## config.mk

```make
export PLATFORM = sky130hd
export DESIGN_NAME = hamming_sched_flat
export DESIGN_NICKNAME = d
export VERILOG_FILES = /design/src/rtl/hamming_sched_if.sv /design/src/rtl/hamming_sched.sv /design/src/flat_wrapper.sv
export SDC_FILE = /design/constraint.sdc
export NUM_CORES = 1
export LEC_CHECK = 0
export ABC_AREA = 1
export CAP_MARGIN = 20
export CORE_MARGIN = 3
export CORE_UTILIZATION = 60
export CTS_CLUSTER_DIAMETER = 30
export DETAILED_ROUTE_END_ITERATION = 8
export DONT_BUFFER_PORTS = 1
export GPL_ROUTABILITY_DRIVEN = 0
export PLACE_DENSITY_LB_ADDON = 0.3
export SLEW_MARGIN = 20
export SYNTH_ARGS = -nofsm -noshare
export SYNTH_HDL_FRONTEND = slang
export SYNTH_SLANG_ARGS = --single-unit
export TNS_END_PERCENT = 5
```

## constraint.sdc

```tcl
create_clock -name clk -period 2.8 [get_ports clk]
set_input_delay 0.56 -clock clk [delete_from_list [all_inputs] [get_ports clk]]
set_output_delay 0.56 -clock clk [all_outputs]
set_load 0.03 [all_outputs]
```

## src/rtl/hamming_sched_if.sv

```systemverilog
// rtl/hamming_sched_if.sv - request/response bundle for the Hamming(7,4) scheduler
//
// Purpose: groups the two requester channels and the result channel.
// Ports (slave = scheduler side):
//   rq0_valid/op/payload, rq1_valid/op/payload : requester jobs (in to slave)
//   rq0_ready, rq1_ready                        : job accepted this cycle (out of slave)
//   rsp_valid/src/op/code/data/syndrome/err     : registered result (out of slave)
//   rsp_ready                                   : consumer accepts result (in to slave)
interface hamming_sched_if;
    logic       rq0_valid;
    logic       rq0_ready;
    logic       rq0_op;
    logic [6:0] rq0_payload;
    logic       rq1_valid;
    logic       rq1_ready;
    logic       rq1_op;
    logic [6:0] rq1_payload;
    logic       rsp_valid;
    logic       rsp_ready;
    logic       rsp_src;
    logic       rsp_op;
    logic [6:0] rsp_code;
    logic [3:0] rsp_data;
    logic [2:0] rsp_syndrome;
    logic       rsp_err;

    modport master (
        output rq0_valid, rq0_op, rq0_payload,
        output rq1_valid, rq1_op, rq1_payload,
        output rsp_ready,
        input  rq0_ready, rq1_ready,
        input  rsp_valid, rsp_src, rsp_op, rsp_code, rsp_data, rsp_syndrome, rsp_err
    );

    modport slave (
        input  rq0_valid, rq0_op, rq0_payload,
        input  rq1_valid, rq1_op, rq1_payload,
        input  rsp_ready,
        output rq0_ready, rq1_ready,
        output rsp_valid, rsp_src, rsp_op, rsp_code, rsp_data, rsp_syndrome, rsp_err
    );
endinterface

```

## src/rtl/hamming_sched.sv

```systemverilog
// rtl/hamming_sched.sv - two-requester round-robin scheduler over one Hamming(7,4) encode/check path
//
// Purpose: arbitrates encode/check jobs from two requesters into a single
// registered result stage and counts corrected errors.
// Ports:
//   clk      : clock, rising edge
//   rst_n    : asynchronous active-low reset
//   bus      : hamming_sched_if.slave (requests in, results out)
//   cnt_clr  : synchronous clear of corr_cnt (wins over increment)
//   corr_cnt : saturating count of accepted check jobs with nonzero syndrome
module hamming_sched #(
    parameter int CNT_W = 16
) (
    input  logic             clk,
    input  logic             rst_n,
    hamming_sched_if.slave   bus,
    input  logic             cnt_clr,
    output logic [CNT_W-1:0] corr_cnt
);

    logic             prio_q, prio_d;
    logic             rsp_valid_q, rsp_valid_d;
    logic             rsp_src_q, rsp_src_d;
    logic             rsp_op_q, rsp_op_d;
    logic [6:0]       rsp_code_q, rsp_code_d;
    logic [3:0]       rsp_data_q, rsp_data_d;
    logic [2:0]       rsp_syn_q, rsp_syn_d;
    logic             rsp_err_q, rsp_err_d;
    logic [CNT_W-1:0] cnt_q, cnt_d;

    logic       slot_free;
    logic       grant0, grant1;
    logic       ready0, ready1;
    logic       accept, sel;
    logic       sel_op;
    logic [6:0] sel_pl;
    logic [3:0] enc_d;
    logic [6:0] enc_code;
    logic [2:0] syn;
    logic [2:0] flip_idx;
    logic [6:0] fixed_code;

    always_comb begin
        slot_free = !rsp_valid_q || bus.rsp_ready;
        // Preferred requester wins only when both ask; a lone requester always wins.
        grant0 = bus.rq0_valid && (!bus.rq1_valid || !prio_q);
        grant1 = bus.rq1_valid && (!bus.rq0_valid ||  prio_q);
        // Gate with rst_n so no handshake can complete while reset is held.
        ready0 = rst_n && grant0 && slot_free;
        ready1 = rst_n && grant1 && slot_free;
        accept = ready0 || ready1;
        sel    = ready1;
        sel_op = sel ? bus.rq1_op      : bus.rq0_op;
        sel_pl = sel ? bus.rq1_payload : bus.rq0_payload;

        enc_d       = sel_pl[3:0];
        enc_code    = 7'd0;
        enc_code[0] = enc_d[3];
        enc_code[1] = enc_d[2];
        enc_code[2] = enc_d[1];
        enc_code[4] = enc_d[0];
        enc_code[6] = enc_d[3] ^ enc_d[1] ^ enc_d[0];
        enc_code[5] = enc_d[3] ^ enc_d[2] ^ enc_d[0];
        enc_code[3] = enc_d[3] ^ enc_d[2] ^ enc_d[1];

        syn[0] = sel_pl[0] ^ sel_pl[2] ^ sel_pl[4] ^ sel_pl[6];
        syn[1] = sel_pl[0] ^ sel_pl[1] ^ sel_pl[4] ^ sel_pl[5];
        syn[2] = sel_pl[0] ^ sel_pl[1] ^ sel_pl[2] ^ sel_pl[3];
        // Syndrome S points at bit 7-S; every nonzero S is taken as a single-bit error.
        flip_idx   = 3'd7 - syn;
        fixed_code = (syn != 3'd0) ? (sel_pl ^ (7'd1 << flip_idx)) : sel_pl;
    end

    always_comb begin
        prio_d      = prio_q;
        rsp_valid_d = rsp_valid_q;
        rsp_src_d   = rsp_src_q;
        rsp_op_d    = rsp_op_q;
        rsp_code_d  = rsp_code_q;
        rsp_data_d  = rsp_data_q;
        rsp_syn_d   = rsp_syn_q;
        rsp_err_d   = rsp_err_q;
        cnt_d       = cnt_q;

        if (accept) begin
            prio_d      = ~sel;
            rsp_valid_d = 1'b1;
            rsp_src_d   = sel;
            rsp_op_d    = sel_op;
            if (sel_op) begin
                rsp_code_d = fixed_code;
                rsp_data_d = {fixed_code[0], fixed_code[1], fixed_code[2], fixed_code[4]};
                rsp_syn_d  = syn;
                rsp_err_d  = (syn != 3'd0);
            end else begin
                rsp_code_d = enc_code;
                rsp_data_d = enc_d;
                rsp_syn_d  = 3'd0;
                rsp_err_d  = 1'b0;
            end
        end else if (bus.rsp_ready) begin
            rsp_valid_d = 1'b0;
        end

        if (cnt_clr) begin
            cnt_d = '0;
        end else if (accept && sel_op && (syn != 3'd0) && (cnt_q != {CNT_W{1'b1}})) begin
            cnt_d = cnt_q + 1'b1;
        end
    end

    always_ff @(posedge clk or negedge rst_n) begin
        if (!rst_n) begin
            prio_q      <= 1'b0;
            rsp_valid_q <= 1'b0;
            rsp_src_q   <= 1'b0;
            rsp_op_q    <= 1'b0;
            rsp_code_q  <= 7'd0;
            rsp_data_q  <= 4'd0;
            rsp_syn_q   <= 3'd0;
            rsp_err_q   <= 1'b0;
            cnt_q       <= '0;
        end else begin
            prio_q      <= prio_d;
            rsp_valid_q <= rsp_valid_d;
            rsp_src_q   <= rsp_src_d;
            rsp_op_q    <= rsp_op_d;
            rsp_code_q  <= rsp_code_d;
            rsp_data_q  <= rsp_data_d;
            rsp_syn_q   <= rsp_syn_d;
            rsp_err_q   <= rsp_err_d;
            cnt_q       <= cnt_d;
        end
    end

    assign bus.rq0_ready    = ready0;
    assign bus.rq1_ready    = ready1;
    assign bus.rsp_valid    = rsp_valid_q;
    assign bus.rsp_src      = rsp_src_q;
    assign bus.rsp_op       = rsp_op_q;
    assign bus.rsp_code     = rsp_code_q;
    assign bus.rsp_data     = rsp_data_q;
    assign bus.rsp_syndrome = rsp_syn_q;
    assign bus.rsp_err      = rsp_err_q;
    assign corr_cnt         = cnt_q;

endmodule

```

## src/flat_wrapper.sv

```systemverilog
// flat-port wrapper written by rule: the top's interface ports become plain ports
module hamming_sched_flat 
#(
    parameter int CNT_W = 16
)
  (clk, rst_n, cnt_clr, corr_cnt, bus_rq0_valid, bus_rq0_op, bus_rq0_payload, bus_rq1_valid, bus_rq1_op, bus_rq1_payload, bus_rsp_ready, bus_rq0_ready, bus_rq1_ready, bus_rsp_valid, bus_rsp_src, bus_rsp_op, bus_rsp_code, bus_rsp_data, bus_rsp_syndrome, bus_rsp_err);
  hamming_sched_if bus_i ();
  input  logic clk;
  input  logic rst_n;
  input  logic cnt_clr;
  output logic [CNT_W-1:0] corr_cnt;
  input wire logic [$bits(bus_i.rq0_valid)-1:0] bus_rq0_valid;
  input wire logic [$bits(bus_i.rq0_op)-1:0] bus_rq0_op;
  input wire logic [$bits(bus_i.rq0_payload)-1:0] bus_rq0_payload;
  input wire logic [$bits(bus_i.rq1_valid)-1:0] bus_rq1_valid;
  input wire logic [$bits(bus_i.rq1_op)-1:0] bus_rq1_op;
  input wire logic [$bits(bus_i.rq1_payload)-1:0] bus_rq1_payload;
  input wire logic [$bits(bus_i.rsp_ready)-1:0] bus_rsp_ready;
  output wire logic [$bits(bus_i.rq0_ready)-1:0] bus_rq0_ready;
  output wire logic [$bits(bus_i.rq1_ready)-1:0] bus_rq1_ready;
  output wire logic [$bits(bus_i.rsp_valid)-1:0] bus_rsp_valid;
  output wire logic [$bits(bus_i.rsp_src)-1:0] bus_rsp_src;
  output wire logic [$bits(bus_i.rsp_op)-1:0] bus_rsp_op;
  output wire logic [$bits(bus_i.rsp_code)-1:0] bus_rsp_code;
  output wire logic [$bits(bus_i.rsp_data)-1:0] bus_rsp_data;
  output wire logic [$bits(bus_i.rsp_syndrome)-1:0] bus_rsp_syndrome;
  output wire logic [$bits(bus_i.rsp_err)-1:0] bus_rsp_err;
  assign bus_i.rq0_valid = bus_rq0_valid;
  assign bus_i.rq0_op = bus_rq0_op;
  assign bus_i.rq0_payload = bus_rq0_payload;
  assign bus_i.rq1_valid = bus_rq1_valid;
  assign bus_i.rq1_op = bus_rq1_op;
  assign bus_i.rq1_payload = bus_rq1_payload;
  assign bus_i.rsp_ready = bus_rsp_ready;
  assign bus_rq0_ready = bus_i.rq0_ready;
  assign bus_rq1_ready = bus_i.rq1_ready;
  assign bus_rsp_valid = bus_i.rsp_valid;
  assign bus_rsp_src = bus_i.rsp_src;
  assign bus_rsp_op = bus_i.rsp_op;
  assign bus_rsp_code = bus_i.rsp_code;
  assign bus_rsp_data = bus_i.rsp_data;
  assign bus_rsp_syndrome = bus_i.rsp_syndrome;
  assign bus_rsp_err = bus_i.rsp_err;
  hamming_sched #(.CNT_W(CNT_W)) u_core (.clk(clk), .rst_n(rst_n), .bus(bus_i), .cnt_clr(cnt_clr), .corr_cnt(corr_cnt));
endmodule
```

==> summary.md <==
| Metric | Value |
|---|---|
| Syn Area/Cell | 7.45 sq um |
| Maximum root-to-sink buffer count | 2 |
| Leakage | 0.00142 uW |
| Synth Area in Compound Gates | 5.24% |
| Routed len/inst | about 14 um |
| Relative contribution of sequential cells to total power | about half |
| Initial DRC Count | about 230 |
| Initial antenna violation count | 0 |
| Final Max Slew Viols | 0 |
| Final critical-path share of the clock period | 81.8% |
| Vias per cell | approximately 5.7 |
| Post-Synthesis Cells | between 300 and 400 |
| Port bufs | 0 |
| Tmin final | 2.29 ns |
| Die area | 4900 sq um |
| Post-route ant nets | 0 |
| Clk_lat worst skew | 0.29 ns |
| GR Overflow Total | 0 |
| CP Cell Sequence | nand2_2 -> nand3_4 -> nand2_1 -> nand2_2 -> nand2_2 -> nand2_2 -> inv_1 -> nand2_2 -> nand2_4 -> inv_4 -> nand2_4 -> nand2_4 -> nand2_8 -> nand2_8 -> nand3_1 -> nand2_1 |
| Most used cell, CP | nand2_2 |
| Sw frac | approximately 46% |
| Drt first pass iters | 4 |
| Total clock sinks | 31 |
| Critical path class | flop to flop |
| Area Overhead vs Synth | 7.74% |
| Critical Path Start | u_core.bus.rsp_valid |
| Core Box Area | 3800 sq um |
| Post-DP HPWL | slightly above 4 mm |
| Mux contribution to synthesized area | 0% |
| Setup Buffers After CTS | 0 |
| Syn nets | 353 |
| FF+latch count, synth | 31 |
| Data required, critical path | between 2 and 3 ns |
| CTS tree | done |
| Crit. End Element | flop |
| Final WL | roughly 5.6 mm |
| Worst Hold Class | primary input to async pin |
| Power per cell area | approximately 600 nW/um^2 |
| Status | finished, final reports clean |
| Critical path launch point type | flop |
| Max FO, Critical Path | 18 |
| Final setup violation count | 0 |
| Setup TNS | 0 ns |
| Cell variety after synth | 31 |
| Maxcap violations | 0 |
| Root Driver | clkbuf_8 |
| Post-route insts no fill | 391 |
| Largest net degree at the start of global routing | 33 |
| Internal power | ~840 uW |
| Slowest cell on crit path | dfrtp_1 |
| Mapped cell area | 2460 sq um |
| WHS | slightly below 0.1 ns |
| XOR/XNOR Fraction of Synth Area | 6.06% |
| Vias in the first global route | approximately 2,000 |
| Total net switching power | a little over 700 uW |
| Layout cells sized above 1 | 19.8% |
| Hold Vio Cnt, Final | 0 |
| Ant. Diodes | 0 |
| CTS buffer count | 5 |
| Largest family of logic cells by synthesized area | simple AND/OR/NAND/NOR gates |
| Initial core utilization | between 60 and 70% |
| Placed cells | roughly 380 |
| Max incr delay on CP | ~0.40 ns |
| H-tree Lvls | 2 |
| Clk slew on worst S/H paths | about 0.070 ns |
| First-pass GRT wire length | approximately 9.4 mm |
| Total GRT Usage | a little under a quarter |
| Detailed-route DRC error count | 0 |
| Arrival time at the worst endpoint | between 2 and 2.5 ns |
| Chip Width | 70.0 um |
| Sequential area share after synthesis | 31.6% |
| R2R Path Start | u_core.bus.rsp_valid |
| Post-synthesis simple-gate area fraction | 46.4% |
| DR vias | 2,218 |
| Worst VDD drop | roughly 0.29 mV |
| RSZ-0062 raised after global routing | false |
| Top delay family on crit path | simple AND/OR/NAND/NOR gates |
| Worst-Margin Slew | roughly 0.69 ns |
| Warnings from Yosys | 0 |
| Row cnt | 22 |
| Resize count post-CTS | 0 |
| Logic pwr share | a little under 30% |
| Clock skew | between 0.008 and 0.009 ns |
| Final net count | approximately 370 |
| Die H | ~70 um |
| Core Util, Final | 69.7% |
| Rel. slew slack | 53.7% |
| Post-Synth Adder-Cell Area | less than 1% |
| Buffers and inverters on the worst path | 2 |
| Clk pwr share | between 20 and 25% |
| Peak Freq | about 440 MHz |
| Io pins | 58 |
-- cells by family after synthesis --
logic type / after synthesis
fa+ha+maj: 1
simple gates: 208
compound gates: 21
buf+inv: 52
flops: 31
xor+xnor: 17
-- cells in the mapped netlist, drive strengths merged --
| master | n | area share (%) |
|---|---|---|
| nand2 | 110 | 22 |
| nand3 | 50 | 13 |
| inv | 38 | 5.9 |
| dfrtp | 31 | 32 |
| nand4 | 28 | 7.1 |
| xor2 | 17 | 6.1 |
| nor2 | 15 | 2.9 |
| buf | 11 | 3.7 |
| a21oi | 10 | 2.0 |
| o21ai | 10 | 3.0 |
| nor3 | 3 | 0.61 |
| clkbuf | 2 | 0.31 |
| a31oi | 1 | 0.25 |
| clkinv | 1 | 0.36 |
| ha | 1 | 0.51 |
| nor4b | 1 | 0.36 |
| or3 | 1 | 0.25 |
-- per-layer routing --
layer  part of all wire, %  up-vias  track usage (%)
met2                    44       90             33.6
li1                      -     1109                -
met3                   9.5        5             7.91
met4                  0.85        0             5.11
met5                     0        -                0
met1                    45     1014             32.8
-- cell usage in the layout (no fill, tap or decap), types with 3 or more instances in the layout --
master and count:
a21oi_1 10, buf_4 17, clkbuf_8 5, dfrtp_1 31, inv_1 36, nand2_1 88
nand2_2 11, nand2_4 9, nand3_1 37, nand3_2 12, nand4_1 28, nor2_1 13
nor3_1 3, o21ai_0 3, o21ai_1 3, o21ai_2 3, xor2_1 17
-- area by class of cell --
type / instances / area [sq um]
repair buffers: 18 / 148
inverters: 39 / 154
multi-input cells: 247 / 1430
flip-flops and latches: 31 / 776
clock buffers: 7 / 76.3
fillers: 320 / 1150
well taps: 48 / 60.1
clock inverters: 1 / 5.00
-- registers in the layout, summed over array words and instances (netlist names) --
name	count
u_core.bus.rsp_code	4
u_core.bus.rsp_data	3
u_core.prio_q	1
u_core.bus.rsp_op	1
u_core.bus.rsp_src	1
u_core.corr_cnt	16
u_core.bus.rsp_err	1
u_core.bus.rsp_valid	1
u_core.bus.rsp_syndrome	3
-- repair_timing --
item,CTS,global route
hold endpoints to repair,31,0
hold buffers,1,0
endpoints found under the setup margin,0,0
-- metrics by stage --
| step | setup WS [ns] | power (uW) | cell area, sq um |
|---|---|---|---|
| 2_1_floorplan | 0.503 | 1170 | 2460 |
| 3_3_place_gp | 0.376 | 1210 | 2550 |
| 3_5_place_dp | 0.340 | 1220 | 2550 |
| 4_1_cts | 0.520 | 1570 | 2650 |
| 5_1_grt | 0.253 | 1660 | 2650 |
| 6_report | 0.510 | 1570 | 2650 |
-- power by group through the flow --
stage               Sequential [uW]  Clock [uW]  Combinational [uW]
global route                    772         368                 521
global placement                767           0                 440
floorplan                       726           0                 444
CTS                             763         348                 462
detailed placement              772           0                 448
finish                          761         342                 464
-- final timing paths --
kind | to | depth (start not counted) | slack (ns)
max | u_core.corr_cnt[0] | 16 | 0.51
min | u_core.corr_cnt[6] | 1 | 0.1
max reg2reg | u_core.corr_cnt[0] | 16 | 0.51
min reg2reg | u_core.prio_q | 2 | 0.56
max in group asynchronous | u_core.corr_cnt[2] | 1 | 2.53
min in group clk | u_core.prio_q | 2 | 0.49
No activity file was read; power rests on OpenSTA's default activity.
